## src/rtl/fetch_stage_if.sv

```systemverilog
`default_nettype none
// ============================================================================
// Module      : fetch_stage_if
// Description : Control, ROM and IF/ID bundle for the MIPS fetch stage.
//               master = fetch stage side, slave = pipeline / ROM side.
// Revision    : 1.0 - initial release
// ============================================================================
interface fetch_stage_if #(
    parameter int DATA_WIDTH = 32,
    parameter int ADDR_WIDTH = 32
);
    logic                  i_stall;
    logic                  i_flush;
    logic                  i_branch_taken;
    logic [ADDR_WIDTH-1:0] i_branch_target;
    logic                  i_jump;
    logic [ADDR_WIDTH-1:0] i_jump_target;
    logic [ADDR_WIDTH-1:0] o_rom_addr;
    logic [DATA_WIDTH-1:0] i_rom_data;
    logic [ADDR_WIDTH-1:0] o_pc;
    logic [DATA_WIDTH-1:0] o_if_instr;
    logic [ADDR_WIDTH-1:0] o_if_pc4;
    logic                  o_if_valid;
    logic [31:0]           o_fetch_count;
    logic                  o_misalign;

    modport master (
        input  i_stall, i_flush, i_branch_taken, i_branch_target,
               i_jump, i_jump_target, i_rom_data,
        output o_rom_addr, o_pc, o_if_instr, o_if_pc4, o_if_valid,
               o_fetch_count, o_misalign
    );

    modport slave (
        output i_stall, i_flush, i_branch_taken, i_branch_target,
               i_jump, i_jump_target, i_rom_data,
        input  o_rom_addr, o_pc, o_if_instr, o_if_pc4, o_if_valid,
               o_fetch_count, o_misalign
    );
endinterface
`default_nettype wire

```

## src/rtl/fetch_stage.sv

```systemverilog
`default_nettype none
// ============================================================================
// Module      : fetch_stage
// Description : MIPS instruction fetch: PC, ROM word index, IF/ID register.
//               Optional macro FETCH_ALIGN_CHECK_EN adds a misaligned-target trap.
// Revision    : 1.0 - initial release
// ============================================================================
module fetch_stage #(
    parameter int                    DATA_WIDTH = 32,
    parameter int                    ADDR_WIDTH = 32,
    parameter int                    ROM_DEPTH  = 1024,
    parameter logic [ADDR_WIDTH-1:0] RESET_PC   = '0
) (
    input  logic          i_clk,
    input  logic          i_rst,
    fetch_stage_if.master bus
);

    localparam logic [ADDR_WIDTH-1:0] c_rom_depth = ADDR_WIDTH'(ROM_DEPTH);
    localparam logic [ADDR_WIDTH-1:0] c_pc_step   = ADDR_WIDTH'(4);

`ifdef FETCH_ALIGN_CHECK_EN
    typedef enum logic [1:0] {
        ST_BOOT = 2'd0,
        ST_RUN  = 2'd1,
        ST_TRAP = 2'd2
    } state_t;
`else
    typedef enum logic [1:0] {
        ST_BOOT = 2'd0,
        ST_RUN  = 2'd1
    } state_t;
`endif

    state_t                r_state;
    state_t                w_state_nxt;
    logic [ADDR_WIDTH-1:0] r_pc;
    logic [ADDR_WIDTH-1:0] w_pc_nxt;
    logic [DATA_WIDTH-1:0] r_if_instr;
    logic [DATA_WIDTH-1:0] w_if_instr_nxt;
    logic [ADDR_WIDTH-1:0] r_if_pc4;
    logic [ADDR_WIDTH-1:0] w_if_pc4_nxt;
    logic                  r_if_valid;
    logic                  w_if_valid_nxt;
    logic [31:0]           r_fetch_count;
    logic [31:0]           w_fetch_count_nxt;

    logic [ADDR_WIDTH-1:0] w_pc4;
    logic [ADDR_WIDTH-1:0] w_word_idx;
    logic [DATA_WIDTH-1:0] w_fetched;
    logic                  w_redirect;
    logic [ADDR_WIDTH-1:0] w_target;

    assign w_pc4      = r_pc + c_pc_step;
    assign w_word_idx = r_pc >> 2;
    // The ROM may alias or return junk past its end, so bound the index here.
    assign w_fetched  = (w_word_idx < c_rom_depth) ? bus.i_rom_data : '0;
    assign w_redirect = bus.i_jump | bus.i_branch_taken;
    assign w_target   = bus.i_jump ? bus.i_jump_target : bus.i_branch_target;

`ifdef FETCH_ALIGN_CHECK_EN
    logic r_misalign;
    logic w_misalign_nxt;
    logic w_target_misaligned;

    assign w_target_misaligned = w_redirect && (w_target[1:0] != 2'b00);
`endif

    always_ff @(posedge i_clk) begin
        if (i_rst) begin
            r_state       <= ST_BOOT;
            r_pc          <= RESET_PC;
            r_if_instr    <= '0;
            r_if_pc4      <= '0;
            r_if_valid    <= 1'b0;
            r_fetch_count <= '0;
        end else begin
            r_state       <= w_state_nxt;
            r_pc          <= w_pc_nxt;
            r_if_instr    <= w_if_instr_nxt;
            r_if_pc4      <= w_if_pc4_nxt;
            r_if_valid    <= w_if_valid_nxt;
            r_fetch_count <= w_fetch_count_nxt;
        end
    end

`ifdef FETCH_ALIGN_CHECK_EN
    always_ff @(posedge i_clk) begin
        if (i_rst) begin
            r_misalign <= 1'b0;
        end else begin
            r_misalign <= w_misalign_nxt;
        end
    end
`endif

    always_comb begin
        w_state_nxt       = r_state;
        w_pc_nxt          = r_pc;
        w_if_instr_nxt    = r_if_instr;
        w_if_pc4_nxt      = r_if_pc4;
        w_if_valid_nxt    = r_if_valid;
        w_fetch_count_nxt = r_fetch_count;
`ifdef FETCH_ALIGN_CHECK_EN
        w_misalign_nxt    = r_misalign;
`endif

        case (r_state)
            ST_BOOT: begin
                w_state_nxt    = ST_RUN;
                w_if_instr_nxt = '0;
                w_if_valid_nxt = 1'b0;
            end

            ST_RUN: begin
                // Redirects outrank stall for the PC; stall only freezes sequential flow.
                if (w_redirect) begin
                    w_pc_nxt = w_target;
                end else if (!bus.i_stall) begin
                    w_pc_nxt = w_pc4;
                end

                if (w_redirect || bus.i_flush) begin
                    w_if_instr_nxt = '0;
                    w_if_valid_nxt = 1'b0;
                end else if (!bus.i_stall) begin
                    w_if_instr_nxt    = w_fetched;
                    w_if_pc4_nxt      = w_pc4;
                    w_if_valid_nxt    = 1'b1;
                    w_fetch_count_nxt = r_fetch_count + 32'd1;
                end

`ifdef FETCH_ALIGN_CHECK_EN
                if (w_target_misaligned) begin
                    w_state_nxt    = ST_TRAP;
                    w_misalign_nxt = 1'b1;
                end
`endif
            end

`ifdef FETCH_ALIGN_CHECK_EN
            ST_TRAP: begin
                w_if_instr_nxt = '0;
                w_if_valid_nxt = 1'b0;
            end
`endif

            default: begin
                w_state_nxt    = ST_BOOT;
                w_if_instr_nxt = '0;
                w_if_valid_nxt = 1'b0;
            end
        endcase
    end

    assign bus.o_rom_addr    = w_word_idx;
    assign bus.o_pc          = r_pc;
    assign bus.o_if_instr    = r_if_instr;
    assign bus.o_if_pc4      = r_if_pc4;
    assign bus.o_if_valid    = r_if_valid;
    assign bus.o_fetch_count = r_fetch_count;
`ifdef FETCH_ALIGN_CHECK_EN
    assign bus.o_misalign    = r_misalign;
`else
    assign bus.o_misalign    = 1'b0;
`endif

endmodule
`default_nettype wire
```

## src/flat_wrapper.sv

```systemverilog
// flat-port wrapper written by rule: the top's interface ports become plain ports
module fetch_stage_flat 
#(
    parameter int                    DATA_WIDTH = 32,
    parameter int                    ADDR_WIDTH = 32,
    parameter int                    ROM_DEPTH  = 1024,
    parameter logic [ADDR_WIDTH-1:0] RESET_PC   = '0
)
  (i_clk, i_rst, bus_i_stall, bus_i_flush, bus_i_branch_taken, bus_i_branch_target, bus_i_jump, bus_i_jump_target, bus_i_rom_data, bus_o_rom_addr, bus_o_pc, bus_o_if_instr, bus_o_if_pc4, bus_o_if_valid, bus_o_fetch_count, bus_o_misalign);
  fetch_stage_if #(.DATA_WIDTH(DATA_WIDTH), .ADDR_WIDTH(ADDR_WIDTH)) bus_i ();
  input  logic i_clk;
  input  logic i_rst;
  input wire logic [$bits(bus_i.i_stall)-1:0] bus_i_stall;
  input wire logic [$bits(bus_i.i_flush)-1:0] bus_i_flush;
  input wire logic [$bits(bus_i.i_branch_taken)-1:0] bus_i_branch_taken;
  input wire logic [$bits(bus_i.i_branch_target)-1:0] bus_i_branch_target;
  input wire logic [$bits(bus_i.i_jump)-1:0] bus_i_jump;
  input wire logic [$bits(bus_i.i_jump_target)-1:0] bus_i_jump_target;
  input wire logic [$bits(bus_i.i_rom_data)-1:0] bus_i_rom_data;
  output wire logic [$bits(bus_i.o_rom_addr)-1:0] bus_o_rom_addr;
  output wire logic [$bits(bus_i.o_pc)-1:0] bus_o_pc;
  output wire logic [$bits(bus_i.o_if_instr)-1:0] bus_o_if_instr;
  output wire logic [$bits(bus_i.o_if_pc4)-1:0] bus_o_if_pc4;
  output wire logic [$bits(bus_i.o_if_valid)-1:0] bus_o_if_valid;
  output wire logic [$bits(bus_i.o_fetch_count)-1:0] bus_o_fetch_count;
  output wire logic [$bits(bus_i.o_misalign)-1:0] bus_o_misalign;
  assign bus_i.i_stall = bus_i_stall;
  assign bus_i.i_flush = bus_i_flush;
  assign bus_i.i_branch_taken = bus_i_branch_taken;
  assign bus_i.i_branch_target = bus_i_branch_target;
  assign bus_i.i_jump = bus_i_jump;
  assign bus_i.i_jump_target = bus_i_jump_target;
  assign bus_i.i_rom_data = bus_i_rom_data;
  assign bus_o_rom_addr = bus_i.o_rom_addr;
  assign bus_o_pc = bus_i.o_pc;
  assign bus_o_if_instr = bus_i.o_if_instr;
  assign bus_o_if_pc4 = bus_i.o_if_pc4;
  assign bus_o_if_valid = bus_i.o_if_valid;
  assign bus_o_fetch_count = bus_i.o_fetch_count;
  assign bus_o_misalign = bus_i.o_misalign;
  fetch_stage #(.DATA_WIDTH(DATA_WIDTH), .ADDR_WIDTH(ADDR_WIDTH), .ROM_DEPTH(ROM_DEPTH), .RESET_PC(RESET_PC)) u_core (.i_clk(i_clk), .i_rst(i_rst), .bus(bus_i));
endmodule
```

## config.mk

```make
export PLATFORM = sky130hd
export DESIGN_NAME = fetch_stage_flat
export DESIGN_NICKNAME = d
export VERILOG_FILES = /design/src/rtl/fetch_stage_if.sv /design/src/rtl/fetch_stage.sv /design/src/flat_wrapper.sv
export SDC_FILE = /design/constraint.sdc
export NUM_CORES = 1
export LEC_CHECK = 0
export BUFFER_PORTS_ARGS = -buffer_cell sky130_fd_sc_hd__buf_2
export CORE_MARGIN = 1
export CORE_UTILIZATION = 53
export DETAILED_ROUTE_END_ITERATION = 6
export PLACE_DENSITY_LB_ADDON = 0.15
export REMOVE_ABC_BUFFERS = 1
export SLEW_MARGIN = 20
export SYNTH_ARGS = -nofsm -noshare
export SYNTH_HDL_FRONTEND = slang
export SYNTH_SLANG_ARGS = --single-unit
export TNS_END_PERCENT = 1
```

## constraint.sdc

```tcl
create_clock -name i_clk -period 5.55 [get_ports i_clk]
set_input_delay 0 -clock i_clk [delete_from_list [all_inputs] [get_ports i_clk]]
set_output_delay 0 -clock i_clk [all_outputs]
set_load 0.02 [all_outputs]
```

# ---- After elaboration in Yosys (flattened, before gate mapping)
# Index checks and enable logic that the tools add are counted.
dict set report totals {
  register_bits 131
  out_inout_bits 162
}
dict set report op_classes {
  bitwise_logic 4
  reduce_logical 5
  order_cmp 1
  addsub 2
  muxes 5
  eq_ne 2
}
# op n
set op_table {}
lappend op_table {{two-way mux 32 bit} 4}
lappend op_table {{adder 32 x 1 -> 32 bit, second input constant} 1}
lappend op_table {{adder 32 x 3 -> 32 bit, second input constant} 1}
lappend op_table {{less-than comparator 30 x 11 -> 1 bit, second input constant} 1}
lappend op_table {{case mux 2 bit (2 select lines)} 1}
lappend op_table {{inverter 1 bit} 3}
lappend op_table {{AND reduction 3 bit} 1}
lappend op_table {{OR reduction 3 bit} 1}
lappend op_table {{equality test 2 x 1 -> 1 bit, second input constant} 1}
lappend op_table {{zero test 2 bit} 1}
lappend op_table {{!= test 2 x 1 -> 1 bit, second input constant} 1}
lappend op_table {{AND reduction 2 bit} 1}
lappend op_table {{logical OR 1 bit} 1}
lappend op_table {{OR 1 bit} 1}

# ---- Logic depth before layout (Yosys ltp)
dict set report logic_depth {
  depth_word 4
  mapped_depth 8
  mapped_depth_nobuf 6
}

# ---- Worst setup path after synthesis
# OpenSTA, ideal clock, no wires.
dict set report synth_timing {
  kind {register -> register}
  startpoint {reg u_core.r_pc[2] (netlist: u_core.bus.o_pc[2])}
  endpoint {reg u_core.r_pc[28] (netlist: u_core.bus.o_pc[28])}
  required_ns 5.444
  path_slack_ns 3.348
  setup_ns 0.106
  path_buffers 1
  arrival_time_ns 2.096
  path_stages_with_launch 7
  path_cell_list {dfxtp_1 > ha_1 > nand3_1 > nor4_1 > buf_2 > nand4_1 > o311ai_0}
}
dict set report synth_between {
  elab_chain_len 3
}
# item line_no
set synth_rtl {}
lappend synth_rtl {{start: declaration} fetch_stage.sv:37} ;# logic [ADDR_WIDTH-1:0] r_pc;
lappend synth_rtl {{start signal: assignment} fetch_stage.sv:79} ;# r_pc <= w_pc_nxt;
lappend synth_rtl {{adder 32 x 3 -> 32 bit} fetch_stage.sv:54} ;# assign w_pc4 = r_pc + c_pc_step;
lappend synth_rtl {{two-way mux 32 bit} fetch_stage.sv:119} ;# end else if (!bus.i_stall) begin
lappend synth_rtl {{two-way mux 32 bit} fetch_stage.sv:117} ;# if (w_redirect) begin
# Every way passes these cells. The select of a mux whose other input is x is not followed.
# A chain may end at the register's enable or synchronous reset.

# ---- Final worst setup path
dict set report layout_timing {
  startpoint {reg u_core.r_state[0]}
  endpoint {reg u_core.r_pc[11] (netlist: u_core.bus.o_pc[11])}
}
dict set report layout_between {
  elab_chain_len 2
}
# item line_no
set layout_rtl {}
lappend layout_rtl {{start: declaration} fetch_stage.sv:35} ;# state_t r_state;
lappend layout_rtl {{start signal: assignment} fetch_stage.sv:78} ;# r_state <= w_state_nxt;
lappend layout_rtl {{equality test 2 x 1 -> 1 bit} fetch_stage.sv:108} ;# case (r_state)
lappend layout_rtl {{AND reduction 2 bit (no source line)} -}
# Every way passes these cells.

==> summary.txt <==
CTS
  • CTS tree: built
  • Clk sinks: 130
  • Num CTS Buffers: 17
  • H-tree depth: 4
  • Bufs on Longest Clock Path: 2
  • Buffer count from post-CTS setup fixing: 0
  • CTS Root Cell: clkbuf_16
  • Clk slew on worst S/H paths: 0.06 ns
  • Post-CTS resize count: 0
  • Clock Latency Late Sink: 0.42 ns
  • Hold-fix buffers, CTS: 70

Die
  • Core Rows: 39
  • Die Wd: 112 µm
  • Die H: 112 µm
  • Initial core utilization: 55.4%
  • IO Count: 264
  • Core Box Area: 11700 µm²
  • Die area: 12600 µm²

Timing
  • Max Fclk: 328 MHz
  • RSZ-0062 raised after global routing: no
  • Max Clock Skew: 0.0108 ns
  • Setup TNS: 0 ns
  • Hold Vio Cnt, Final: 0
  • Slew Viols, Final: 0
  • Hold slack: 0.00420 ns
  • Slew headroom: 29.3%
  • Worst setup margin: 2.51 ns
  • Min Tclk post-route: 3.04 ns
  • Period utilization: 54.9%
  • Measured slew at the worst slew-check pin: 1.06 ns
  • Final setup violation count: 0

Synthesis
  • Most numerous cell in the Yosys netlist: dfxtp_1
  • Syn Inst Count: 785
  • Largest area contributor in the netlist: dfxtp_1
  • YS warnings: 0
  • Synth Cell Area: 6460 µm²
  • Synth Flop Type: dfxtp_1
  • Yosys cell types: 58
  • Post-synthesis async set-or-reset flop share: 0%
  • Area share of the largest cell type after synthesis: 40.3%
  • Register area share after synthesis: 40.3%
  • Post-synthesis register bit count: 130
  • Syn avg cell area: 8.23 µm²
  • Synth top cells by count: dfxtp_1, nor2_1, a21oi_1
  • Dominant cells by area after synthesis: dfxtp_1, nor2_1, a22oi_1
  • Post-synth EDFFs: 0

Worst setup path
  • Startpoint types: flop
  • Crit path max fanout: 25
  • Critical path class: flop to flop
  • Arr. time, crit path: 3.40 ns
  • Worst EP required: 5.91 ns
  • Worst setup EP type: flop

Place
  • RePlAce Congestion: 0.860
  • PortBufs: 260
  • Inst Count DP: 1101
  • Dpl hpwl: 13.0 mm
  • Pre-CTS WS: 2.93 ns

Routing
  • Vias/cell: 5.83
  • Routed vias: 7008
  • Drt wl/cell: 17.1 µm
  • Post-route antenna net violation count: 0
  • Total wire length: 20.6 mm
  • Drt first-iter violations: 632
  • Drt pass-1 iters: 6
  • DRC: 0

Global route
  • Largest net degree at the start of global routing: 64
  • GRT overflow: 0
  • Initial antenna violation count: 0
  • Vias in the first global route: 6614
  • Total GRT Usage: 32.4%
  • First-pass GRT wire length: 32.5 mm

Power
  • PwrDens: 280 nW/µm²
  • Worst vdd ir: 0.189 mV
  • Leakage power: 3.83 nW

Status
  • Status: finished clean

Final layout
  • N_diodes: 0
  • Area Growth Syn to Fin: 36.4%
  • Layout cells sized above 1: 29.7%
  • Final Core Density: 75.6%
  • Register area: 2600 µm²
  • Area taken by multi-input logic gates: 3330 µm²
  • Fin cells: 1202
  • Fin nets: 1151
  • Fill count: 871

Worst hold path
  • Class of the worst hold path: input pin to flop

Flow run
  • Max Cap Violations: 0
==> worst max-delay path, stage by stage, from the launching register on <==
cell	delay, ns
dfxtp_1	0.51
nand2_1	0.65
nor2_1	0.79
o21ai_0	0.24
o21ai_0	0.23
dlygate4sd3_1	0.57
==> cell families (layout without fill, tap and decap cells) <==
family	after synthesis	count (layout)	share of synthesized area, %
xor+xnor	52	52	7.05
fa+ha+maj	2	2	0.387
other cells	1	3	0.0580
buf+inv	107	379	8.58
compound gates	207	207	20.6
mux	9	9	1.45
flops	130	130	40.3
simple gates	277	277	21.6
==> path summary, 6_finish.rpt <==
path              slack [ns]  cells after the start                             endpoint                                start
setup / recovery        2.51                      5     u_core.bus.o_pc[11]$_SDFFE_PP0P_       u_core.r_state[0]$_SDFFE_PP0N_
hold reg to reg         0.45                      2  u_core.bus.o_if_pc4[0]$_SDFFE_PP0P_  u_core.bus.o_if_pc4[0]$_SDFFE_PP0P_
hold / removal         0.004                      4      u_core.bus.o_pc[8]$_SDFFE_PP0P_                 bus_i_jump_target[8]
setup reg to reg        2.51                      5     u_core.bus.o_pc[11]$_SDFFE_PP0P_       u_core.r_state[0]$_SDFFE_PP0N_
==> registers in the layout, indices dropped and copies added (netlist names) <==
register,flops
u_core.bus.o_fetch_count,32
u_core.bus.o_if_instr,32
u_core.bus.o_if_pc4,32
u_core.bus.o_pc,32
u_core.bus.o_if_valid,1
u_core.r_state,1
==> routing by layer <==
metal  GRT usage (%)  part of all wire [%]  vias to the layer above
met2            54.5                    47                      362
met4            13.0                   2.5                        0
met1            40.3                    42                     3283
met5               0                     0                        -
met3            7.29                   8.6                       53
li1                -                     -                     3310
==> final cells by class <==
type / instances / area share (%)
timing repair buffer: 336 / 23.2
tap: 143 / 2.03
clock inverter: 12 / 1.80
multi-input combinational: 550 / 37.8
sequential: 130 / 29.5
inverter: 12 / 0.511
clock buffer: 19 / 5.14
==> per-stage QoR <==
step | cell area (µm²) | total power, mW
2_1_floorplan | 5960 | 1.15
3_3_place_gp | 7500 | 1.28
3_5_place_dp | 7500 | 1.28
4_1_cts | 8810 | 2.46
5_1_grt | 8810 | 2.54
6_report | 8810 | 2.47
==> cell usage in the layout, fill, tap and decap left out, types with 7 or more instances in the layout <==
cell type / instances
a21oi_1: 55
a22o_1: 7
a22oi_1: 43
and3_1: 8
buf_2: 260
clkbuf_16: 17
dfxtp_1: 130
dlygate4sd3_1: 70
inv_1: 12
nand2_1: 47
nand3_1: 40
nand4_1: 18
nor2_1: 99
nor3_1: 12
nor4_1: 10
o211ai_1: 7
o21ai_0: 49
o22ai_1: 7
or3_1: 7
xnor2_1: 33
xor2_1: 19
==> power breakdown <==
group / total, mW / leakage, nW / switching [mW] / internal [mW]
Combinational: 0.312 / 2.49 / 0.174 / 0.138
Sequential: 0.999 / 1.05 / 0.0428 / 0.956
Clock: 1.16 / 0.295 / 0.427 / 0.729
Total: 2.47 / 3.83 / 0.644 / 1.82
Note: power is estimated with default switching activity, not from simulation.
